[src/rtl/ctrl_pkg.sv]
// Shared types and encodings for the multicycle control unit: FSM states, RV32I opcodes,
// ALU operation codes and the funct3/funct7 -> ALU operation decoder.
package ctrl_pkg;

    typedef enum logic [2:0] {
        StIf  = 3'd0,
        StId  = 3'd1,
        StEx  = 3'd2,
        StMem = 3'd3,
        StWb  = 3'd4
    } state_e;

    localparam logic [6:0] OpR      = 7'b0110011;
    localparam logic [6:0] OpImm    = 7'b0010011;
    localparam logic [6:0] OpLoad   = 7'b0000011;
    localparam logic [6:0] OpStore  = 7'b0100011;
    localparam logic [6:0] OpBranch = 7'b1100011;

    localparam logic [2:0] F3Word = 3'b010;
    localparam logic [2:0] F3Beq  = 3'b000;

    localparam logic [6:0] F7Base = 7'b0000000;
    localparam logic [6:0] F7Alt  = 7'b0100000;

    localparam logic [3:0] AluAnd = 4'b0000;
    localparam logic [3:0] AluOr  = 4'b0001;
    localparam logic [3:0] AluAdd = 4'b0010;
    localparam logic [3:0] AluSub = 4'b0110;
    localparam logic [3:0] AluSlt = 4'b0111;
    localparam logic [3:0] AluSrl = 4'b1000;
    localparam logic [3:0] AluSll = 4'b1001;
    localparam logic [3:0] AluSra = 4'b1010;
    localparam logic [3:0] AluXor = 4'b1101;

    typedef struct packed {
        logic       legal;
        logic [3:0] op;
    } alu_dec_t;

    // Immediate forms ignore funct7 except on shifts, where it carries the SRA select.
    function automatic alu_dec_t alu_decode(input logic [2:0] funct3, input logic [6:0] funct7,
                                            input logic is_imm);
        alu_dec_t res;
        logic     f7_base;
        res     = '{legal: 1'b0, op: AluAdd};
        f7_base = is_imm || (funct7 == F7Base);
        unique case (funct3)
            3'b000: begin
                if (f7_base) begin
                    res = '{legal: 1'b1, op: AluAdd};
                end else if (funct7 == F7Alt) begin
                    res = '{legal: 1'b1, op: AluSub};
                end
            end
            3'b001: if (funct7 == F7Base) res = '{legal: 1'b1, op: AluSll};
            3'b010: if (f7_base) res = '{legal: 1'b1, op: AluSlt};
            3'b100: if (f7_base) res = '{legal: 1'b1, op: AluXor};
            3'b101: begin
                if (funct7 == F7Base) begin
                    res = '{legal: 1'b1, op: AluSrl};
                end else if (funct7 == F7Alt) begin
                    res = '{legal: 1'b1, op: AluSra};
                end
            end
            3'b110: if (f7_base) res = '{legal: 1'b1, op: AluOr};
            3'b111: if (f7_base) res = '{legal: 1'b1, op: AluAnd};
            default: res = '{legal: 1'b0, op: AluAdd};
        endcase
        return res;
    endfunction

endpackage

[src/rtl/imm_gen.sv]
// Immediate generator: selects the I/S/B immediate form from the latched instruction's opcode.
// Shift immediates are the zero-extended shamt field; all other forms sign-extend from bit 31.
module imm_gen
    import ctrl_pkg::*;
#(
    parameter int unsigned DATAWIDTH = 32
) (
    input  logic [31:0]          instr_i,
    output logic [DATAWIDTH-1:0] imm_o
);

    logic [6:0] opcode;
    logic [2:0] funct3;
    logic       is_shift;
    logic       unused_rs1;

    assign opcode     = instr_i[6:0];
    assign funct3     = instr_i[14:12];
    assign is_shift   = (funct3 == 3'b001) || (funct3 == 3'b101);
    assign unused_rs1 = ^instr_i[19:15];

    always_comb begin
        imm_o = '0;
        unique case (opcode)
            OpImm: begin
                if (is_shift) begin
                    imm_o = {27'b0, instr_i[24:20]};
                end else begin
                    imm_o = {{20{instr_i[31]}}, instr_i[31:20]};
                end
            end
            OpLoad:   imm_o = {{20{instr_i[31]}}, instr_i[31:20]};
            OpStore:  imm_o = {{20{instr_i[31]}}, instr_i[31:25], instr_i[11:7]};
            OpBranch: imm_o = {{19{instr_i[31]}}, instr_i[31], instr_i[7], instr_i[30:25],
                               instr_i[11:8], 1'b0};
            default:  imm_o = '0;
        endcase
    end

endmodule

[src/rtl/multicycle_ctrl.sv]
// Decode and fixed 5-state sequencer (IF, ID, EX, MEM, WB) for the RV32I-subset core.
// Only state, the latched instruction and the branch outcome are registered.
module multicycle_ctrl
    import ctrl_pkg::*;
#(
    parameter int unsigned DATAWIDTH = 32,
    parameter bit          X0_GUARD  = 1'b1
) (
    input  logic                 clk,
    input  logic                 rst_n,
    input  logic [31:0]          instr,
    input  logic                 alu_zero,
    output logic [4:0]           read_reg1,
    output logic [4:0]           read_reg2,
    output logic [4:0]           write_reg,
    output logic                 reg_write,
    output logic [DATAWIDTH-1:0] imm,
    output logic                 alu_src,
    output logic [3:0]           alu_ctrl,
    output logic                 mem_read,
    output logic                 mem_write,
    output logic                 mem_to_reg,
    output logic                 load_pc,
    output logic                 pc_src,
    output logic                 illegal,
    output logic [2:0]           state
);

    state_e      state_q, state_d;
    logic [31:0] instr_q;
    logic        branch_q;

    logic [6:0]  opcode;
    logic [2:0]  funct3;
    logic [6:0]  funct7;
    logic        is_r, is_i, is_lw, is_sw, is_beq;
    logic        legal;
    logic        writes_rd;
    alu_dec_t    alu_dec;

    assign opcode    = instr_q[6:0];
    assign funct3    = instr_q[14:12];
    assign funct7    = instr_q[31:25];
    assign read_reg1 = instr_q[19:15];
    assign read_reg2 = instr_q[24:20];
    assign write_reg = instr_q[11:7];
    assign state     = state_q;

    always_ff @(posedge clk or negedge rst_n) begin
        if (!rst_n) begin
            state_q  <= StIf;
            instr_q  <= '0;
            branch_q <= 1'b0;
        end else begin
            state_q <= state_d;
            if (state_q == StIf) begin
                instr_q <= instr;
            end
            if (state_q == StEx) begin
                branch_q <= is_beq & alu_zero;
            end
        end
    end

    always_comb begin
        state_d = StIf;
        unique case (state_q)
            StIf:    state_d = StId;
            StId:    state_d = StEx;
            StEx:    state_d = StMem;
            StMem:   state_d = StWb;
            StWb:    state_d = StIf;
            default: state_d = StIf;
        endcase
    end

    imm_gen #(
        .DATAWIDTH(DATAWIDTH)
    ) u_imm_gen (
        .instr_i(instr_q),
        .imm_o  (imm)
    );

    // Instruction-class decode; each class flag is only set for a fully legal encoding.
    always_comb begin
        is_r       = 1'b0;
        is_i       = 1'b0;
        is_lw      = 1'b0;
        is_sw      = 1'b0;
        is_beq     = 1'b0;
        alu_ctrl   = AluAdd;
        alu_src    = 1'b0;
        mem_to_reg = 1'b0;
        alu_dec    = alu_decode(funct3, funct7, opcode == OpImm);
        unique case (opcode)
            OpR: begin
                is_r = alu_dec.legal;
                if (alu_dec.legal) alu_ctrl = alu_dec.op;
            end
            OpImm: begin
                is_i = alu_dec.legal;
                if (alu_dec.legal) begin
                    alu_ctrl = alu_dec.op;
                    alu_src  = 1'b1;
                end
            end
            OpLoad: begin
                is_lw = (funct3 == F3Word);
                alu_src    = is_lw;
                mem_to_reg = is_lw;
            end
            OpStore: begin
                is_sw   = (funct3 == F3Word);
                alu_src = is_sw;
            end
            OpBranch: begin
                is_beq = (funct3 == F3Beq);
                if (is_beq) alu_ctrl = AluSub;
            end
            default: ;
        endcase
    end

    assign legal     = is_r | is_i | is_lw | is_sw | is_beq;
    assign writes_rd = (is_r | is_i | is_lw) & ~(X0_GUARD && (write_reg == 5'd0));

    always_comb begin
        reg_write = 1'b0;
        mem_read  = 1'b0;
        mem_write = 1'b0;
        load_pc   = 1'b0;
        pc_src    = 1'b0;
        illegal   = 1'b0;
        unique case (state_q)
            StIf: ;
            StId, StEx: illegal = ~legal;
            StMem: begin
                illegal   = ~legal;
                mem_read  = is_lw;
                mem_write = is_sw;
            end
            StWb: begin
                illegal   = ~legal;
                reg_write = writes_rd;
                load_pc   = 1'b1;
                pc_src    = branch_q;
            end
            default: ;
        endcase
    end

endmodule

[config.mk]
export PLATFORM = sky130hd
export DESIGN_NAME = multicycle_ctrl
export DESIGN_NICKNAME = d
export VERILOG_FILES = /design/src/rtl/ctrl_pkg.sv /design/src/rtl/imm_gen.sv /design/src/rtl/multicycle_ctrl.sv
export SDC_FILE = /design/constraint.sdc
export NUM_CORES = 1
export LEC_CHECK = 0
export ABC_AREA = 1
export BUFFER_PORTS_ARGS = -buffer_cell sky130_fd_sc_hd__buf_4
export CAP_MARGIN = 30
export CORE_MARGIN = 5
export CORE_UTILIZATION = 43
export CTS_CLUSTER_SIZE = 10
export DETAILED_ROUTE_END_ITERATION = 16
export GPL_TIMING_DRIVEN = 0
export PLACE_DENSITY = 0.79
export SLEW_MARGIN = 20
export SYNTH_ARGS = -nofsm -noshare
export SYNTH_HDL_FRONTEND = slang
export SYNTH_SLANG_ARGS = --single-unit
[constraint.sdc]
create_clock -name clk -period 1.9 [get_ports clk]
set_input_delay 0.285 -clock clk [delete_from_list [all_inputs] [get_ports clk]]
set_output_delay 0.285 -clock clk [all_outputs]
set_load 0.01 [all_outputs]
Word level (Yosys, flattened, before mapping)
Index checks and enable logic that the tools add are counted.
{"block": "word_totals", "ff_bits": 36, "latchBits": 0, "mem_bits_rw": 0, "romBits": 0, "inputBits": 35, "elab_cells": 65, "memories": 0}
{"block": "op_classes", "add_sub_neg": 0, "mul": 0, "n_div": 0, "n_lt_le_gt_ge": 0, "eq_ne": 16, "shift": 0, "mux": 29, "bitwise": 8, "reduce_logical": 9}
{"operator": "$pmux 32 s4", "n": 1}
{"operator": "$mux 5", "n": 9}
{"operator": "$pmux 5 s7", "n": 1}
{"operator": "$mux 32", "n": 1}
{"operator": "$eq 7x6->1 const B", "n": 3}
{"operator": "$eq 3x3->1 const B", "n": 5}
{"operator": "$mux 1", "n": 12}
{"operator": "$pmux 3 s4", "n": 1}
{"operator": "$eq 3x2->1 const B", "n": 3}
{"operator": "$pmux 4 s2", "n": 1}
{"operator": "$eq 7x2->1 const B", "n": 1}
{"operator": "$eq 7x5->1 const B", "n": 1}
{"operator": "$eq 7x7->1 const B", "n": 1}
{"operator": "$logic_not 7->1", "n": 1}
{"operator": "$eq 3x1->1 const B", "n": 2}
{"operator": "$logic_not 3->1", "n": 2}
{"operator": "$logic_not 5->1", "n": 1}
{"operator": "$mux 4", "n": 1}
{"operator": "$or 1x1->1", "n": 4}
{"operator": "$reduce_or 2->1", "n": 2}
{"operator": "$reduce_or 4->1", "n": 1}
{"operator": "$mux 3", "n": 1}
{"operator": "$and 1x1->1", "n": 2}
{"operator": "$logic_or 1x1->1", "n": 2}
{"operator": "other kinds (2)", "n": 3}

Logic depth before layout (Yosys ltp)
Gate-level depths: netlist of the first run.
{"block": "depth", "word_depth": 11, "ltp_mapped": 10, "depth_no_buf": 10}

Modules after synthesis
Synthesis of the first run repeated with hierarchy kept, for this count alone.
{"block": "unflattened", "hier_cells": 379, "area_unflattened_um2": 2556.2}
{"module": "multicycle_ctrl", "instances": 1, "cells_each": 247, "area_each_um2": 1890.6, "seq_area_each_um2": 900.9}
{"module": "imm_gen", "instances": 1, "cells_each": 132, "area_each_um2": 665.6, "seq_area_each_um2": 0.0}

Worst setup path before layout of the first run
OpenSTA, ideal clock, no wires.
{"block": "synth_path", "path_type": "reg-to-output", "from": "register instr_q[3]", "to": "output port imm[13]", "t_arrival_ns": 1.839, "required_ns": 1.615, "path_slack_ns": -0.224, "path_stages_with_launch": 9, "cell_sequence": "dfrtp_1 > inv_1 > nand2_4 > nor2_8 > nand4_2 > nand2_2 > o21ai_4 > a21oi_2 > buf_4"}
{"block": "synth_between", "elab_chain_cells": 2, "word_cells_on_any_way": 5}
{"element": "start: declaration", "line": "multicycle_ctrl.sv:30", "rtl": "logic [31:0] instr_q;"}
{"element": "start signal: assignment", "line": "multicycle_ctrl.sv:57", "rtl": "instr_q <= instr;"}
{"element": "$eq 7x7->1 (tied with other cells)", "line": "imm_gen.sv:24", "rtl": "unique case (opcode)"}
{"element": "$pmux 32 s4 *", "line": "imm_gen.sv:24"}
{"element": "end: declaration", "line": "multicycle_ctrl.sv:17", "rtl": "output logic [DATAWIDTH-1:0] imm,"}
Mark *: on every way between the ends. The rest lies on a longest branch, timed or not.

Final worst setup path of the first run
{"block": "layout_path", "from": "register instr_q[3]", "to": "output port imm[27]"}
The elaborated chain is that of the path after synthesis.

==> impl_metrics.env, run 1 <==
export IMPL_fmax_mhz=480
export IMPL_worst_path_most_repeated_cell="buf_4"
export IMPL_grt_overflow_total=0
export IMPL_finalWeightedCongestion=0.832
export IMPL_synthesis_nets=287
export IMPL_netlist_cell_type_count=30
export IMPL_syn_area_um2=2230
export IMPL_grt_setup_unrepaired="true"
export IMPL_number_of_vias_after_detailed_routing=2258
export IMPL_maxCapViolations=0
export IMPL_clk_latency_ns=0.29
export IMPL_post_dp_hpwl_mm=4.55
export IMPL_synth_top_area_share_pct=40.4
export IMPL_cts_root_buffer_cell="clkbuf_8"
export IMPL_avgRoutedWirePerCell_um=15.2
export IMPL_skew_ns=0.00637
export IMPL_drt_initial_drc_count=93
export IMPL_vdd_ir_drop_worst_v=0.000516
export IMPL_timing_final_setup_violations=39
export IMPL_most_frequent_standard_cell_in_the_layout_excluding_fill_and_tap_cells="buf_4"
export IMPL_area_delta_synth_final_pct=64.5
export IMPL_grt_start_max_net_pins=37
export IMPL_grt_pass1_vias=2248
export IMPL_clock_sinks=36
export IMPL_via_per_inst=4.92
export IMPL_timing_final_hold_violations=0
export IMPL_drc=0
export IMPL_fin_util_pct=72.4
export IMPL_grt_use_total_pct=19.8
export IMPL_synth_seq_cells=36
export IMPL_crit_path_cell_trace="inv_2 -> nand2_4 -> nor2_8 -> buf_4 -> buf_12 -> nand2_8 -> a21oi_4 -> buf_4 -> buf_4"
export IMPL_final_cell_mix="buf_4 (140), dfrtp_1 (33), nor2_1 (27)"
export IMPL_io_buffers=96
export IMPL_cts_buffers_inserted=5
export IMPL_placementRows=26
export IMPL_totalPowerFinal_mw=1.65
export IMPL_violations_in_the_final_reports="setup timing"
export IMPL_post_synth_main_area_contributors="dfrtp_1 (40%), buf_4 (12%), mux2_2 (8.1%)"
export IMPL_cts_clk_slew_worst_paths_ns=0.07
export IMPL_crit_required_ns=1.62
export IMPL_rrSetupSlack_ns=0.34
export IMPL_dpl_worst_slack_ns=-0.272
export IMPL_maximum_single_stage_delay_on_the_critical_path_ns=0.37
export IMPL_top_level_ports=97
export IMPL_outcome="complete, but fails checks"
export IMPL_die_w_um=82.1
export IMPL_timing_rr_start="instr_q[3]$_DFFE_PN0P_"
export IMPL_critical_path_startpoint_type="flip-flop"
export IMPL_cp_slowest_cell="dfrtp_1"
export IMPL_finalWorstPathRequiredPeriod_ns=2.08
export IMPL_antenna_violations_before_repair=0
export IMPL_finalWirelength_mm=6.98
export IMPL_arrival_ns=1.80
export IMPL_drt_pass1_iterations=4
export IMPL_max_slew_margin_pct=67.6
export IMPL_syn_mean_instance_area_um2=8.86
export IMPL_synth_largest_area_cell="dfrtp_1"
export IMPL_synth_sequential_area_ratio_pct=40.4
export IMPL_drive_above_1_share_pct=68.1
export IMPL_die_height_um=82.1
export IMPL_final_net_count=424
export IMPL_cp_startpoint="instr_q[3]$_DFFE_PN0P_"
export IMPL_start_util_pct=44.0
export IMPL_final_critical_path_setup_slack_ns=-0.184
export IMPL_tightestPinTransition_ns=0.480
export IMPL_slew_violations=0
export IMPL_power_density_nw_per_um2=449
export IMPL_final_period_utilization_pct=110
export IMPL_critical_path_class="reg2out"
export IMPL_critical_path_maximum_fanout=7
export IMPL_die_area_um2=6730
export IMPL_antenna_violating_nets_post_route=0
export IMPL_core_region_area_um2=5070
export IMPL_min_path_type="in2reg"
export IMPL_hold_path_startpoint="instr[1]"
export IMPL_worstSetupEndpointType="primary output"
export IMPL_critical_path_n_buffers_inverters=5
export IMPL_worst_path_dominant_cell_family="buffers and inverters"
export IMPL_power_static_leakage_nw=1.91
export IMPL_cts_max_path_buffers=2
export IMPL_clock_tree_htree_level_count=2
export IMPL_first_pass_grt_wire_length_mm=10.1
export IMPL_tritoncts="done"
export IMPL_syn_inst=252
export IMPL_antenna_cells=0
export IMPL_synthesis_yosys_warnings=0
[Yosys cell counts, drive strengths merged]
cell type and count:
nor2 39, buf 38, nand2 38, dfrtp 36, a21oi 28, inv 26, mux2 16, nand3 12
o21ai 7, a32o 2, nand4 2, a21boi 1, a22o 1, clkbuf 1, clkinv 1, nor3 1
nor4 1, o2111ai 1, o41ai 1
[cells by family after synthesis]
logic type | count (synthesis) | synth area share (%)
AOI/OAI and AO/OA | 41 | 12.3
DFF | 36 | 40.4
muxes | 16 | 8.07
buffers and inverters | 66 | 17.2
and+or+nand+nor | 93 | 22.1
[registers in the layout, summed over array words and instances (netlist names)]
| register | count |
|---|---|
| branch_q | 1 |
| instr_q | 32 |
| state | 3 |
[through the flow]
stage / cell area (um^2) / hold slack [ns] / setup TNS, ns / std cells
after CTS: 3500 / 0.227 / -4.21 / 448
after floorplan: 2240 / -0.0106 / 0 / 252
after global placement: 3050 / 0.268 / -3.93 / 418
after detailed placement: 3050 / 0.271 / -5.21 / 418
after global routing: 3670 / 0.222 / -8.33 / 459
final: 3670 / 0.229 / -4.71 / 459
[report_power, final]
group	switching [mW]	internal, mW	total [mW]
combinational	0.138	0.163	0.301
sequential	0.0324	0.802	0.834
clock	0.265	0.249	0.515
[cell type report]
cell class,instances,area [um^2]
Buffer,39,297
Clock buffer,6,72.6
Clock inverter,1,5.00
Fill cell,374,1400
Inverter,27,110
Multi-Input combinational cell,153,1170
Sequential cell,36,905
Tap cell,70,87.6
Timing Repair Buffer,127,1030
[final timing paths]
check	endpoint	cells after the start
max	imm[27]	9
min	instr_q[1]$_DFFE_PN0P_	2
max reg2reg	branch_q$_DFFE_PN0P_	10
min reg2reg	state[2]$_DFF_PN0_	1
max in group asynchronous	instr_q[31]$_DFFE_PN0P_	2
min in group asynchronous	state[1]$_DFF_PN0_	2
[repair_timing]
item	4_1_cts	5_1_grt
buffers inserted	22	12
pin swaps	16	11
endpoints found under the hold margin	36	0
setup endpoints to repair	36	42
cloned	3	0
gates resized for setup	47	31
hold buffers	1	0
[layer usage]
metal,share of wire (%),global-route usage [%]
met5,0,0
met4,2.0,9.14
met3,8.2,5.48
met2,54,36.0
met1,36,21.0
Note: power is estimated with default switching activity, not from simulation.
==> run 2, diff against run 1 <==
Clock period 1.9 ns to 1.85 ns, I/O delays scaled along.
==> run 2 against run 1 <==
The run still ends with setup timing left. Critical path type unchanged. Count of clock-buffer cells in the layout stayed put. Global-route usage is 0.25 points lower. Clock skew hardly changed. Final area is 1.7% lower. Wire length is 4.3% lower. Die area stayed put. Via count is 5.3% lower. Clock power is 16% higher. First-iteration DRC count is 3.2% higher.
==> impl_metrics.env, run 2 (synthesis gave the netlist of run 1 again) <==
export IMPL_cp_slowest_cell="dfrtp_1"
export IMPL_cts_clk_slew_worst_paths_ns=0.08
export IMPL_clk_latency_ns=0.29
export IMPL_area_delta_synth_final_pct=61.8
export IMPL_drc=0
export IMPL_fmax_mhz=472
export IMPL_clock_sinks=36
export IMPL_tightestPinTransition_ns=0.485
export IMPL_worstSetupPathDepth=9
export IMPL_finalWeightedCongestion=0.840
export IMPL_max_slew_margin_pct=67.2
export IMPL_first_pass_grt_wire_length_mm=9.98
export IMPL_maxCapViolations=0
export IMPL_placementRows=26
export IMPL_crit_required_ns=1.57
export IMPL_via_per_inst=4.75
export IMPL_core_region_area_um2=5070
export IMPL_timing_final_hold_violations=0
export IMPL_drt_initial_drc_count=96
export IMPL_final_net_count=414
export IMPL_outcome="complete, but fails checks"
export IMPL_violations_in_the_final_reports="setup timing"
export IMPL_timing_final_setup_violations=39
export IMPL_worst_path_dominant_cell_family="simple AND/OR/NAND/NOR gates"
export IMPL_power_density_nw_per_um2=484
export IMPL_grt_overflow_total=0
export IMPL_antenna_cells=0
export IMPL_whs_endpoint="instr_q[16]$_DFFE_PN0P_"
export IMPL_finalWorstPathRequiredPeriod_ns=2.12
export IMPL_grt_use_total_pct=19.5
export IMPL_cts_buffers_inserted=5
export IMPL_crit_path_cell_trace="inv_2 -> nand2_4 -> nor2_8 -> nand4_4 -> nand2_4 -> o21ai_4 -> a21oi_4 -> buf_6 -> buf_6"
export IMPL_avgRoutedWirePerCell_um=14.9
export IMPL_layout_filler_cell_count=399
export IMPL_final_cell_mix="buf_4 (114), buf_6 (36), dfrtp_1 (32)"
export IMPL_tritoncts="done"
export IMPL_die_height_um=82.1
export IMPL_post_place_cells=418
export IMPL_critical_path_startpoint_type="flip-flop"
export IMPL_slew_violations=0
export IMPL_cts_max_path_buffers=2
export IMPL_die_w_um=82.1
export IMPL_worstSetupEndpointType="primary output"
export IMPL_power_static_leakage_nw=1.87
export IMPL_final_period_utilization_pct=115
export IMPL_largest_register="instr_q"
export IMPL_hold_path_cell_count=2
export IMPL_top_level_ports=97
export IMPL_rrSetupSlack_ns=0.39
export IMPL_drive_above_1_share_pct=63.9
export IMPL_post_dp_hpwl_mm=4.62
export IMPL_start_util_pct=44.0
export IMPL_critical_path_maximum_fanout=5
export IMPL_vdd_ir_drop_worst_v=0.000466
export IMPL_grt_setup_unrepaired="true"
export IMPL_cts_root_buffer_cell="clkbuf_8"
export IMPL_grt_pass1_vias=2139
export IMPL_grt_start_max_net_pins=37
export IMPL_clock_tree_htree_level_count=2
export IMPL_antenna_violations_before_repair=0
export IMPL_die_area_um2=6730
export IMPL_drt_pass1_iterations=4
export IMPL_most_frequent_standard_cell_in_the_layout_excluding_fill_and_tap_cells="buf_4"
export IMPL_critical_path_class="reg2out"
export IMPL_arrival_ns=1.84
export IMPL_skew_ns=0.00603
export IMPL_maximum_single_stage_delay_on_the_critical_path_ns=0.38
export IMPL_hold_path_startpoint="instr[16]"
export IMPL_timing_rr_start="state[1]$_DFF_PN0_"
export IMPL_post_route_cell_area_um2=3610
export IMPL_finish_cell_count_without_fillers=450
export IMPL_number_of_vias_after_detailed_routing=2139
export IMPL_min_path_type="in2reg"
export IMPL_final_critical_path_setup_slack_ns=-0.268
export IMPL_critical_path_n_buffers_inverters=3
export IMPL_finalWirelength_mm=6.69
export IMPL_antenna_violating_nets_post_route=0
export IMPL_placedInstanceArea_um2=3070
export IMPL_largest_register_ff_count=32
export IMPL_r2r_cells=5
export IMPL_timing_rr_end="instr_q[10]$_DFFE_PN0P_"
export IMPL_io_buffers=96
[run 2: cell count changes in the layout (fill, tap and decap cells not counted), moves of 3 or more]
cell,change
nand3_1,+3
nor2_4,-4
nor2_2,+3
nand2_1,+4
inv_2,-4
inv_1,+5
nand2_2,-4
buf_6,+16
buf_4,-26
[run 2: area by class of cell]
class | instances | area [um^2] | area share [%]
multi-input cells | 153 | 1100 | 30.6
repair buffers | 117 | 972 | 26.9
flip-flops and latches | 36 | 906 | 25.1
plain buffers | 39 | 338 | 9.36
inverters | 27 | 108 | 2.98
well taps | 70 | 87.6 | 2.43
clock buffers | 6 | 82.6 | 2.29
clock inverters | 2 | 13.8 | 0.381
[run 2: how the worst max path moves through the flow]
stage                          to              startpoint  slack, ns
after global routing      imm[22]  instr_q[2]$_DFFE_PN0P_      -0.38
after CTS                 imm[29]  instr_q[2]$_DFFE_PN0P_      -0.30
final                     imm[22]  instr_q[2]$_DFFE_PN0P_      -0.27
after floorplan           imm[13]  instr_q[3]$_DFFE_PN0P_      -0.02
after detailed placement  imm[29]  instr_q[2]$_DFFE_PN0P_      -0.26
after global placement    imm[27]  instr_q[3]$_DFFE_PN0P_      -0.20
[run 2: timing repair]
action | in CTS | in global routing
pin swaps | 9 | 13
hold endpoints to repair | 36 | 0
setup endpoints to repair | 37 | 42
setup buffers | 7 | 13
gates cloned | 3 | 0
gates resized for setup | 41 | 28
hold buffers | 1 | 0
[run 2: stage by stage]
step / setup slack (ns) / power (mW) / util (%) / hold slack (ns) / TNS (ns)
2_1_floorplan: -0.0154 / 0.987 / - / -0.0181 / -0.278
3_3_place_gp: -0.199 / 1.11 / 60.4 / 0.259 / -3.86
3_5_place_dp: -0.256 / 1.12 / 60.4 / 0.264 / -4.85
4_1_cts: -0.297 / 1.73 / 67.0 / 0.213 / -8.53
5_1_grt: -0.375 / 1.82 / 71.2 / 0.203 / -11.77
6_report: -0.268 / 1.75 / 71.2 / 0.215 / -7.68
[run 2: power breakdown]
| part | internal [mW] | switching (mW) |
|---|---|---|
| clock | 0.304 | 0.294 |
| sequential | 0.823 | 0.0323 |
| combinational | 0.160 | 0.135 |
| total | 1.29 | 0.461 |
[run 2: layer usage]
layer | track usage [%] | routed length (um)
met1 | 20.8 | 2330
met2 | 38.4 | 3770
met3 | 4.82 | 523
met4 | 3.82 | 63
met5 | 0 | 0
==> run 3, diff against run 2 <==
Settings changed: RECOVER_POWER from default to 50.
==> run 3 against run 2 <==
The run still ends with setup timing left. Final area down 0.48%. First-iteration DRC count is 18% lower. Largest power group unchanged. Count of clock-buffer cells in the layout unchanged. Largest cell class unchanged.
==> impl_metrics.env, run 3 (synthesis gave the netlist of run 1 again) <==
export IMPL_outcome="complete, but fails checks"
export IMPL_violations_in_the_final_reports="setup timing"
export IMPL_drt_pass1_iterations=5
export IMPL_core_region_area_um2=5070
export IMPL_timing_final_hold_violations=0
export IMPL_cts_buffers_inserted=5
export IMPL_die_w_um=82.1
export IMPL_antenna_violations_before_repair=0
export IMPL_max_slew_margin_pct=39.9
export IMPL_finalWorstPathRequiredPeriod_ns=2.12
export IMPL_finalWeightedCongestion=0.840
export IMPL_drc=0
export IMPL_first_pass_grt_wire_length_mm=9.98
export IMPL_placedInstanceArea_um2=3070
export IMPL_drive_above_1_share_pct=62.9
export IMPL_cts_clk_slew_worst_paths_ns=0.08
export IMPL_skew_ns=0.00488
export IMPL_finish_cell_count_without_fillers=450
export IMPL_hold_path_cell_count=2
export IMPL_fin_setup_tns_ns=-7.58
export IMPL_grt_start_max_net_pins=37
export IMPL_arrival_ns=1.85
export IMPL_timing_rr_start="state[1]$_DFF_PN0_"
export IMPL_hold_path_startpoint="instr[16]"
export IMPL_power_density_nw_per_um2=485
export IMPL_drt_initial_drc_count=79
export IMPL_die_height_um=82.1
export IMPL_grt_setup_unrepaired="true"
export IMPL_io_buffers=96
export IMPL_post_place_cells=418
export IMPL_cts_max_path_buffers=2
export IMPL_slew_violations=0
export IMPL_grt_pass1_vias=2139
export IMPL_grt_use_total_pct=19.5
export IMPL_cts_root_buffer_cell="clkbuf_8"
export IMPL_via_per_inst=4.78
export IMPL_largest_register_ff_count=32
export IMPL_critical_path_maximum_fanout=11
export IMPL_antenna_cells=0
export IMPL_whs_endpoint="instr_q[16]$_DFFE_PN0P_"
export IMPL_clk_latency_ns=0.29
export IMPL_antenna_violating_nets_post_route=0
export IMPL_finalWirelength_mm=6.68
export IMPL_crit_required_ns=1.57
export IMPL_post_dp_hpwl_mm=4.62
export IMPL_most_frequent_standard_cell_in_the_layout_excluding_fill_and_tap_cells="buf_4"
export IMPL_fmax_mhz=471
export IMPL_timing_final_setup_violations=39
export IMPL_number_of_vias_after_detailed_routing=2150
export IMPL_clock_sinks=36
export IMPL_r2r_cells=5
export IMPL_placementRows=26
export IMPL_critical_path_class="reg2out"
export IMPL_critical_path_startpoint_type="flip-flop"
export IMPL_avgRoutedWirePerCell_um=14.8
export IMPL_top_level_ports=97
export IMPL_final_critical_path_setup_slack_ns=-0.273
export IMPL_final_net_count=414
export IMPL_die_area_um2=6730
export IMPL_start_util_pct=44.0
export IMPL_tightestPinTransition_ns=0.902
export IMPL_maxCapViolations=0
export IMPL_worstSetupEndpointType="primary output"
export IMPL_largest_register="instr_q"
export IMPL_timing_rr_end="instr_q[10]$_DFFE_PN0P_"
export IMPL_totalPowerFinal_mw=1.74
export IMPL_power_static_leakage_nw=1.86
export IMPL_min_path_type="in2reg"
export IMPL_final_period_utilization_pct=115
export IMPL_area_delta_synth_final_pct=61.0
export IMPL_post_route_cell_area_um2=3590
export IMPL_grt_overflow_total=0
export IMPL_tritoncts="done"
export IMPL_rrSetupSlack_ns=0.38
export IMPL_final_cell_mix="buf_4 (107), buf_6 (36), dfrtp_1 (32)"
export IMPL_vdd_ir_drop_worst_v=0.000466
export IMPL_clock_tree_htree_level_count=2
## run 3: cell count changes in the layout (fill, tap and decap cells not counted), sizes merged
cell    delta
buf        -7
clkbuf     +7
## run 3: worst max-delay path by stage
stage / start / end / cells past startpoint / slack, ns
finish: instr_q[2]$_DFFE_PN0P_ / imm[27] / 9 / -0.27
detailed placement: instr_q[2]$_DFFE_PN0P_ / imm[29] / 9 / -0.26
global placement: instr_q[3]$_DFFE_PN0P_ / imm[27] / 9 / -0.20
global route: instr_q[2]$_DFFE_PN0P_ / imm[22] / 9 / -0.38
floorplan: instr_q[3]$_DFFE_PN0P_ / imm[13] / 8 / -0.02
CTS: instr_q[2]$_DFFE_PN0P_ / imm[29] / 9 / -0.30
## run 3: area by class of cell
cell class              instances  area, um^2
well taps                      70        87.6
inverters                      27         108
plain buffers                  39         338
clock buffers                   6        82.6
flip-flops and latches         36         906
multi-input cells             153        1100
fillers                       404        1480
clock inverters                 2        13.8
repair buffers                117         955
## run 3: what timing repair did
item	CTS	global route
gates resized for setup	41	28
cloned	3	0
endpoints found under the hold margin	36	0
setup buffers	7	13
setup endpoints to repair	37	42
hold buffers	1	0
pin swaps	9	13
## run 3: critical path: stages (launching register included)
cell     delay (ns)
dfrtp_1        0.38
inv_2          0.08
nand2_4        0.07
nor2_8         0.14
buf_4          0.14
nand2_4        0.06
buf_12         0.16
a21oi_4        0.28
buf_6          0.14
buf_6          0.09
## run 3: through the flow
stage | hold slack, ns | setup WS (ns) | util (%)
floorplan | -0.0181 | -0.0154 | -
global placement | 0.259 | -0.199 | 60.4
detailed placement | 0.264 | -0.256 | 60.4
CTS | 0.213 | -0.297 | 67.0
global route | 0.203 | -0.375 | 70.8
finish | 0.217 | -0.273 | 70.8
## run 3: per-layer routing
layer / wire length (um) / track usage [%] / part of all wire (%) / vias to the layer above
li1: - / - / - / 1045
met1: 2290 / 20.8 / 34 / 1014
met2: 3770 / 38.4 / 56 / 78
met3: 527 / 4.82 / 7.9 / 13
met4: 92 / 3.82 / 1.4 / 0
met5: 0 / 0 / 0 / -
## run 3: where the power goes
part / internal, mW / switching (mW)
logic: 0.158 / 0.135
registers: 0.823 / 0.0321
clock network: 0.304 / 0.292
total: 1.29 / 0.459
